### config.mk
export PLATFORM = sky130hd
export DESIGN_NAME = threshold_monitor_flat
export DESIGN_NICKNAME = d
export VERILOG_FILES = /design/src/rtl/threshold_monitor_pkg.sv /design/src/rtl/threshold_monitor_if.sv /design/src/rtl/threshold_monitor_mag_cmp4.sv /design/src/rtl/threshold_monitor.sv /design/src/flat_wrapper.sv
export SDC_FILE = /design/constraint.sdc
export NUM_CORES = 1
export LEC_CHECK = 0
export BUFFER_PORTS_ARGS = -buffer_cell sky130_fd_sc_hd__buf_2
export CORE_AREA = 2 2 70 72
export CTS_BUF_LIST = sky130_fd_sc_hd__clkbuf_4
export CTS_CLUSTER_DIAMETER = 150
export CTS_CLUSTER_SIZE = 10
export DETAILED_ROUTE_END_ITERATION = 6
export DIE_AREA = 0 0 72 74
export PLACE_DENSITY_LB_ADDON = 0.3
export SYNTH_ARGS = -nofsm -noshare
export SYNTH_HDL_FRONTEND = slang
export SYNTH_SLANG_ARGS = --single-unit
export TNS_END_PERCENT = 10
### constraint.sdc
create_clock -name clk -period 2.1 [get_ports clk]
set_input_delay 0.42 -clock clk [delete_from_list [all_inputs] [get_ports clk]]
set_output_delay 0.42 -clock clk [all_outputs]
set_load 0.02 [all_outputs]
### src/rtl/threshold_monitor_pkg.sv
// ============================================================================
// threshold_monitor_pkg
// Shared FSM state encoding and default parameter values for threshold_monitor.
// Revision: 1.0
// ============================================================================
`default_nettype none

package threshold_monitor_pkg;

    localparam int c_default_n_trig = 3;
    localparam int c_default_n_clr  = 2;
    localparam int c_default_cnt_w  = 8;

    typedef enum logic [2:0] {
        ST_IDLE     = 3'd0,
        ST_MONITOR  = 3'd1,
        ST_PENDING  = 3'd2,
        ST_ALARM    = 3'd3,
        ST_CLEARING = 3'd4
    } state_t;

endpackage

`default_nettype wire

### src/rtl/threshold_monitor_if.sv
// ============================================================================
// threshold_monitor_if
// Threshold write, sample handshake and result/alarm bundle.
// Revision: 1.0
// ============================================================================
`default_nettype none

interface threshold_monitor_if
    import threshold_monitor_pkg::*;
#(
    parameter int CNT_W = c_default_cnt_w
);
    logic             thr_we;
    logic [3:0]       thr_d;
    logic             s_valid;
    logic [3:0]       s_data;
    logic             s_ready;
    logic             cmp_valid;
    logic             cmp_gt;
    logic             cmp_lt;
    logic             cmp_eq;
    logic             alarm;
    logic [CNT_W-1:0] alarm_cnt;

    modport master (
        output thr_we, thr_d, s_valid, s_data,
        input  s_ready, cmp_valid, cmp_gt, cmp_lt, cmp_eq, alarm, alarm_cnt
    );

    modport slave (
        input  thr_we, thr_d, s_valid, s_data,
        output s_ready, cmp_valid, cmp_gt, cmp_lt, cmp_eq, alarm, alarm_cnt
    );

endinterface

`default_nettype wire

### src/rtl/threshold_monitor_mag_cmp4.sv
// ============================================================================
// mag_cmp4
// Combinational unsigned 4-bit magnitude comparator.
// Revision: 1.0
// ============================================================================
`default_nettype none

module mag_cmp4 (
    input  wire logic [3:0] a,
    input  wire logic [3:0] b,
    output logic            gt,
    output logic            lt,
    output logic            eq
);

    assign gt = (a > b);
    assign lt = (a < b);
    assign eq = (a == b);

endmodule

`default_nettype wire

### src/rtl/threshold_monitor.sv
// ============================================================================
// threshold_monitor
// Debounced over-threshold alarm on a 4-bit sample stream with alarm counter.
// Revision: 1.0
// ============================================================================
`default_nettype none

module threshold_monitor
    import threshold_monitor_pkg::*;
#(
    parameter int N_TRIG = c_default_n_trig,
    parameter int N_CLR  = c_default_n_clr,
    parameter int CNT_W  = c_default_cnt_w
) (
    input  wire logic             clk,
    input  wire logic             rst_n,
    threshold_monitor_if.slave    bus
);

    localparam logic [3:0] c_trig = 4'(N_TRIG);
    localparam logic [3:0] c_clr  = 4'(N_CLR);

    state_t           r_state;
    state_t           w_state_nxt;
    logic [3:0]       r_thr;
    logic [3:0]       r_run;
    logic [3:0]       w_run_nxt;
    logic [3:0]       r_clr;
    logic [3:0]       w_clr_nxt;
    logic             r_cmp_valid;
    logic             r_gt;
    logic             r_lt;
    logic             r_eq;
    logic             r_alarm;
    logic [CNT_W-1:0] r_alarm_cnt;
    logic             w_cnt_inc;
    logic             w_s_ready;
    logic             w_accept;
    logic             w_gt;
    logic             w_lt;
    logic             w_eq;

    assign w_s_ready = (r_state != ST_IDLE) && !bus.thr_we;
    assign w_accept  = bus.s_valid && w_s_ready;

    mag_cmp4 u_mag_cmp4 (
        .a  (bus.s_data),
        .b  (r_thr),
        .gt (w_gt),
        .lt (w_lt),
        .eq (w_eq)
    );

    always_ff @(posedge clk) begin
        if (!rst_n) begin
            r_state     <= ST_IDLE;
            r_thr       <= 4'd0;
            r_run       <= 4'd0;
            r_clr       <= 4'd0;
            r_cmp_valid <= 1'b0;
            r_gt        <= 1'b0;
            r_lt        <= 1'b0;
            r_eq        <= 1'b0;
            r_alarm     <= 1'b0;
            r_alarm_cnt <= '0;
        end else begin
            r_state     <= w_state_nxt;
            r_run       <= w_run_nxt;
            r_clr       <= w_clr_nxt;
            r_cmp_valid <= w_accept;
            r_alarm     <= (w_state_nxt == ST_ALARM) || (w_state_nxt == ST_CLEARING);
            if (bus.thr_we) begin
                r_thr <= bus.thr_d;
            end
            if (w_accept) begin
                r_gt <= w_gt;
                r_lt <= w_lt;
                r_eq <= w_eq;
            end
            if (w_cnt_inc && (r_alarm_cnt != '1)) begin
                r_alarm_cnt <= r_alarm_cnt + CNT_W'(1);
            end
        end
    end

    // A threshold write re-arms the monitor and discards any run or clear progress.
    always_comb begin
        w_state_nxt = r_state;
        w_run_nxt   = r_run;
        w_clr_nxt   = r_clr;
        w_cnt_inc   = 1'b0;
        if (bus.thr_we) begin
            w_state_nxt = ST_MONITOR;
            w_run_nxt   = 4'd0;
            w_clr_nxt   = 4'd0;
        end else if (w_accept) begin
            case (r_state)
                ST_MONITOR: begin
                    if (w_gt) begin
                        if (c_trig == 4'd1) begin
                            w_state_nxt = ST_ALARM;
                            w_run_nxt   = 4'd0;
                            w_cnt_inc   = 1'b1;
                        end else begin
                            w_state_nxt = ST_PENDING;
                            w_run_nxt   = 4'd1;
                        end
                    end
                end
                ST_PENDING: begin
                    if (w_gt) begin
                        if ((r_run + 4'd1) == c_trig) begin
                            w_state_nxt = ST_ALARM;
                            w_run_nxt   = 4'd0;
                            w_cnt_inc   = 1'b1;
                        end else begin
                            w_run_nxt = r_run + 4'd1;
                        end
                    end else begin
                        w_state_nxt = ST_MONITOR;
                        w_run_nxt   = 4'd0;
                    end
                end
                ST_ALARM: begin
                    if (!w_gt) begin
                        if (c_clr == 4'd1) begin
                            w_state_nxt = ST_MONITOR;
                            w_clr_nxt   = 4'd0;
                        end else begin
                            w_state_nxt = ST_CLEARING;
                            w_clr_nxt   = 4'd1;
                        end
                    end
                end
                ST_CLEARING: begin
                    if (!w_gt) begin
                        if ((r_clr + 4'd1) == c_clr) begin
                            w_state_nxt = ST_MONITOR;
                            w_clr_nxt   = 4'd0;
                        end else begin
                            w_clr_nxt = r_clr + 4'd1;
                        end
                    end else begin
                        // Re-entering ALARM from here is not a new assertion.
                        w_state_nxt = ST_ALARM;
                        w_clr_nxt   = 4'd0;
                    end
                end
                default: begin
                    w_state_nxt = r_state;
                end
            endcase
        end
    end

    assign bus.s_ready   = w_s_ready;
    assign bus.cmp_valid = r_cmp_valid;
    assign bus.cmp_gt    = r_gt;
    assign bus.cmp_lt    = r_lt;
    assign bus.cmp_eq    = r_eq;
    assign bus.alarm     = r_alarm;
    assign bus.alarm_cnt = r_alarm_cnt;

endmodule

`default_nettype wire

### src/flat_wrapper.sv
// flat-port wrapper written by rule: the top's interface ports become plain ports
module threshold_monitor_flat import threshold_monitor_pkg::*;
#(
    parameter int N_TRIG = c_default_n_trig,
    parameter int N_CLR  = c_default_n_clr,
    parameter int CNT_W  = c_default_cnt_w
)
  (clk, rst_n, bus_thr_we, bus_thr_d, bus_s_valid, bus_s_data, bus_s_ready, bus_cmp_valid, bus_cmp_gt, bus_cmp_lt, bus_cmp_eq, bus_alarm, bus_alarm_cnt);
  threshold_monitor_if #(.CNT_W(CNT_W)) bus_i ();
  input  wire logic clk;
  input  wire logic rst_n;
  input wire logic [$bits(bus_i.thr_we)-1:0] bus_thr_we;
  input wire logic [$bits(bus_i.thr_d)-1:0] bus_thr_d;
  input wire logic [$bits(bus_i.s_valid)-1:0] bus_s_valid;
  input wire logic [$bits(bus_i.s_data)-1:0] bus_s_data;
  output wire logic [$bits(bus_i.s_ready)-1:0] bus_s_ready;
  output wire logic [$bits(bus_i.cmp_valid)-1:0] bus_cmp_valid;
  output wire logic [$bits(bus_i.cmp_gt)-1:0] bus_cmp_gt;
  output wire logic [$bits(bus_i.cmp_lt)-1:0] bus_cmp_lt;
  output wire logic [$bits(bus_i.cmp_eq)-1:0] bus_cmp_eq;
  output wire logic [$bits(bus_i.alarm)-1:0] bus_alarm;
  output wire logic [$bits(bus_i.alarm_cnt)-1:0] bus_alarm_cnt;
  assign bus_i.thr_we = bus_thr_we;
  assign bus_i.thr_d = bus_thr_d;
  assign bus_i.s_valid = bus_s_valid;
  assign bus_i.s_data = bus_s_data;
  assign bus_s_ready = bus_i.s_ready;
  assign bus_cmp_valid = bus_i.cmp_valid;
  assign bus_cmp_gt = bus_i.cmp_gt;
  assign bus_cmp_lt = bus_i.cmp_lt;
  assign bus_cmp_eq = bus_i.cmp_eq;
  assign bus_alarm = bus_i.alarm;
  assign bus_alarm_cnt = bus_i.alarm_cnt;
  threshold_monitor #(.N_TRIG(N_TRIG), .N_CLR(N_CLR), .CNT_W(CNT_W)) u_core (.clk(clk), .rst_n(rst_n), .bus(bus_i));
endmodule
# Word level (Yosys, flattened, before mapping)
# Cells that the tools add are included.
[totals]
regBits = 28
elab_cells = 61
input_bits = 12
[classes]
addsub = 3
n_lt_le_gt_ge = 2
n_eq_ne = 12
bitwise = 1
n_mux = 22
reduce_logical = 11
[op_table]
columns = ["cell", "n"]
rows = [
  ["$mux 3", 8],
  ["$mux 4", 6],
  ["$pmux 4 s2", 2],
  ["$pmux 3 s4", 1],
  ["$eq 3x2->1 const B", 3],
  ["$add 4x1->4 const B", 2],
  ["$add 8x1->8 const B", 1],
  ["$eq 4x2->1 const B", 2],
  ["$ne 8x8->1 const B", 1],
  ["$eq 3x3->1 const B", 2],
  ["$reduce_and 3->1", 2],
  ["$mux 1", 5],
  ["$eq 4x4->1", 1],
  ["$gt 4x4->1", 1],
  ["$lt 4x4->1", 1],
  ["$reduce_bool 2->1", 2],
  ["$eq 3x1->1 const B", 1],
  ["$logic_and 1x1->1", 3],
  ["$reduce_bool 3->1", 1],
  ["$ne 2x1->1 const B", 1],
  ["$ne 2x2->1 const B", 1],
  ["$reduce_or 2->1", 1],
  ["$logic_not 1->1", 1],
  ["$logic_or 1x1->1", 1],
  ["$not 1->1", 1],
]

# Logic depth before layout (Yosys ltp)
[logic_depth]
ltp_word = 9
mapped_depth = 9
depth_no_buf = 8

# By module
# A second synthesis with hierarchy kept.
[unflattened]
cells_unflattened = 213
area_unflattened_um2 = 1731.7
[modules_own_cells]
columns = ["mod", "n_inst", "area_per_inst_um2", "cells_per_inst", "seq_area_each_um2"]
rows = [
  ["threshold_monitor", 1, 1602.8, 197, 560.5],
  ["mag_cmp4", 1, 128.9, 16, 0.0],
]

# Worst setup path after synthesis
# OpenSTA, ideal clock, no wires.
[synth_timing]
path_type = "input to register"
startpoint = "input port bus_s_data[1]"
endpoint = "register u_core.r_clr[1]"
arrival_time_ns = 2.212
stages = 7
n_path_buf = 0
slack_ns = -0.182
setup_ns = 0.070
t_required_ns = 2.030
cell_sequence = "ha_1 nor2b_4 o211a_4 o21a_1 or3_1 or4_1 a21oi_1"
[synth_via]
elab_chain_cells = 3
[synth_lines]
columns = ["element", "line_no", "rtl"]
rows = [
  ["start, declared", "flat_wrapper.sv:15", "input wire logic [$bits(bus_i.s_data)-1:0] bus_s_data;"],
  ["$gt 4x4->1 *", "threshold_monitor_mag_cmp4.sv:16", "assign gt = (a > b);"],
  ["$mux 4 / $ne 2x2->1 (equally long branches)", "--", ""],
  ["$pmux 4 s2 / $reduce_and 3->1 (equally long branches)", "--", ""],
  ["end signal, assigned", "threshold_monitor.sv:69", "r_clr <= w_clr_nxt;"],
  ["end, declared", "threshold_monitor.sv:28", "logic [3:0] r_clr;"],
]
# Every way passes the cells marked *; elsewhere a longest branch is shown, timed or not.
# A chain may end at the register's enable or synchronous reset.

# Worst setup path in the final report
[layout_timing]
startpoint = "register u_core.r_thr[1]"
endpoint = "register u_core.r_clr[1]"
[layout_via]
elab_chain_cells = 3
[layout_lines]
columns = ["element", "line_no", "rtl"]
rows = [
  ["start, declared", "threshold_monitor.sv:25", "logic [3:0] r_thr;"],
  ["start signal, assigned", "threshold_monitor.sv:73", "r_thr <= bus.thr_d;"],
  ["$gt 4x4->1 *", "threshold_monitor_mag_cmp4.sv:16", ""],
  ["$mux 4 / $ne 2x2->1 (equally long branches)", "--", ""],
  ["$pmux 4 s2 / $reduce_and 3->1 (equally long branches)", "--", ""],
]
# Marks and branches as above.

==> metrics <==
outcome=finished with violations; failing checks=negative setup slack; htree depth=1; Clock Tree Buf Depth=2; placed cell count=308; GR Overflow Total=0; clk slew on worst S/H paths=0.15 ns; worst reg2reg path startpoint=u_core.r_thr[1]; grt met2 use=0.248; number of I/O pins=26; filler cell count in the final layout=449; RSZ-0062 raised after global routing=yes; Worst-Skew Late Latency=0.31 ns; DR iter-0 viols=57; fmax=459 MHz; Antenna Nets Post-Route=0; Port Buf Inserts=25; Die Footprint=5330 sq um; Syn Nets=234; M1 GR Usage=0.229; worst hold path type=in2reg; FF-to-FF path depth=8; Synth Area per Inst=8.33 sq um; n_diodes=0; first-pass GRT wire length=6.70 mm; CTS sink cnt=28; synthesized instance count=213; routed wire length per instance=12.8 um; Critical Path End=u_core.r_clr[1]; post-route clock period utilization=1.04; sequential area share after synthesis=0.316; Die H=74 um; largest net degree at the start of global routing=26; Lkg Pwr=0.979 nW; Layout Cells excl Fill=312; Async SR Flop Fraction=0; warnings from Yosys=0; FF+latch count, synth=28; Vias=1651; layout cells sized above 1=0.267; WL final=4.01 mm; CTS buffer count=3; RR Endpoint=u_core.r_clr[1]; endpoints failing setup=3; WHS=0.354 ns; Cell Rows=25; initial core utilization=0.386; total power=0.983 mW; number of enable flip-flop cells after synthesis=0; Fin. Hold Viols=0; pre-CTS WS=-0.253 ns; DP Wirelength=3.04 mm; Layout Skew=0.00421 ns; pwr/cell area=448 nW/um^2; initial antenna violation count=0; Tmin final=2.18 ns; die width=72 um; fin nets=281; all-layer global routing usage=0.154; Tightest Pin Transition=0.506 ns; GRT Max-Usage Layer=met2; DRC viols=0; CTS Root Cell=clkbuf_4; CTS tree=built; post-DR vias/cell=5.29; Max FO, Critical Path=3; Layout area overhead=23.6%; Slew Limit Fails=0; max-capacitance violation count=0; Core ar.=4600 sq um; worst setup margin=-0.0806 ns; worst vdd rail ir drop=0.332 mV; crit start category=register; top_reg_cell synth=dfxtp_1; Setup CP Type=reg2reg; crit path DAT=2.44 ns; WP data required=2.36 ns; routing usage on met3=0.0203; GP Congestion=0.947; Unique masters post-synth=50; critical path capture point type=register; DRT Pass-1 Iters=4; R2R Setup Slk=-0.08 ns; Rel. slew slack=0.658; cell area after synthesis=1770 sq um; Critical path origin=u_core.r_thr[1]; via count of the first global-routing pass=1497
[cell type report]
class                      count  area, sq um  area share
clock buffer                   3         22.5      0.0103
inverter                       9         33.8      0.0154
multi-input combinational    166         1180       0.536
sequential                    28          562       0.256
tap                           54         67.6      0.0308
timing repair buffer          52          332       0.151
[kinds of logic after synthesis]
group,after synthesis,synth area share
AOI/OAI and AO/OA,52,0.217
xor gates and xnor gates,3,0.0148
adders and majority gates,9,0.0635
buffers and inverters,19,0.0416
DFF,28,0.316
muxes,13,0.0733
and+or+nand+nor,89,0.274
[how the worst min path moves through the flow]
stage | from | to | slack, ns | cells after the start
final | bus_thr_d[0] | u_core.r_thr[0] | 0.35 | 3
after global routing | bus_thr_d[3] | u_core.r_thr[3] | 0.35 | 3
after CTS | bus_thr_d[0] | u_core.r_thr[0] | 0.35 | 3
after detailed placement | u_core.bus.cmp_eq | u_core.bus.cmp_eq | 0.47 | 2
after global placement | u_core.bus.alarm_cnt[6] | u_core.bus.alarm_cnt[6] | 0.46 | 2
after floorplan | u_core.r_thr[1] | u_core.r_thr[1] | 0.48 | 2
[where the power goes]
group          internal [mW]  switching [mW]
Combinational          0.110           0.112
Sequential             0.541         0.00481
Clock                 0.0670           0.149
[metal layers]
metal,wire length [um],vias up
li1,-,868
met1,2090,752
met2,1790,29
met3,122,2
met4,8,0
met5,0,-
[Yosys cell counts, types with 3 or more instances]
library cell  number  area, sq um
clkbuf_1           7         26.3
nand2_1           16         60.1
nor3_1             5         25.0
ha_1               9          113
mux2i_1           13          130
nor2_1            13         48.8
dfxtp_1           28          561
xor2_1             3         26.3
nand3_1           10         50.1
and2_1             5         31.3
o21ai_0           12         60.1
a21oi_1           11         55.1
inv_1              9         33.8
or3_1              3         18.8
a21o_1             3         22.5
nor2b_1            6         37.5
nand2b_1          13         81.3
nand4_1            6         37.5
[placed cells by master (no fill, tap or decap), drive strengths merged, types with 3 or more instances in the layout]
cell type	synthesis	layout
a21o	3	3
nor2	14	14
buf	3	52
a21oi	11	11
inv	9	9
dfxtp	28	28
nand4	6	6
mux2i	13	13
nand3	10	10
clkbuf	7	3
and2	5	5
nand2	16	16
nor2b	7	7
or3	3	3
o21ai	12	12
nand2b	13	13
nor3	5	5
xor2	3	3
ha	9	9
[sequential cells by signal (all words and copies together), names as in the netlist]
signal,flops
u_core.bus.alarm,1
u_core.r_clr,4
u_core.bus.cmp_eq,1
u_core.r_thr,4
u_core.bus.cmp_gt,1
u_core.r_state,3
u_core.bus.cmp_valid,1
u_core.bus.alarm_cnt,8
u_core.r_run,4
u_core.bus.cmp_lt,1
[stage by stage]
stage	util	area, sq um	setup TNS [ns]
floorplan	-	1790	-0.0575
global placement	0.464	2130	-1.25
detailed placement	0.464	2130	-1.65
CTS	0.472	2170	-0.0932
global route	0.477	2190	-0.486
finish	0.477	2190	-0.128
[critical path, cell delays in order (launching register included)]
cell and delay [ns]:
dfxtp_2 0.37, inv_2 0.05, ha_4 0.20, nor2b_4 0.12, o211a_4 0.22, o21a_1 0.20
or3_4 0.37, or4_4 0.48, a21oi_2 0.12
[what timing repair did]
| item | in CTS | in global routing |
|---|---|---|
| hold buffers | 0 | 0 |
| gates cloned | 0 | 0 |
| pin swaps | 1 | 1 |
| hold endpoints to repair | 0 | 0 |
| endpoints found under the setup margin | 4 | 14 |
| buffers inserted | 1 | 0 |
| gates resized for setup | 3 | 6 |
No activity file was read; power rests on OpenSTA's default activity.
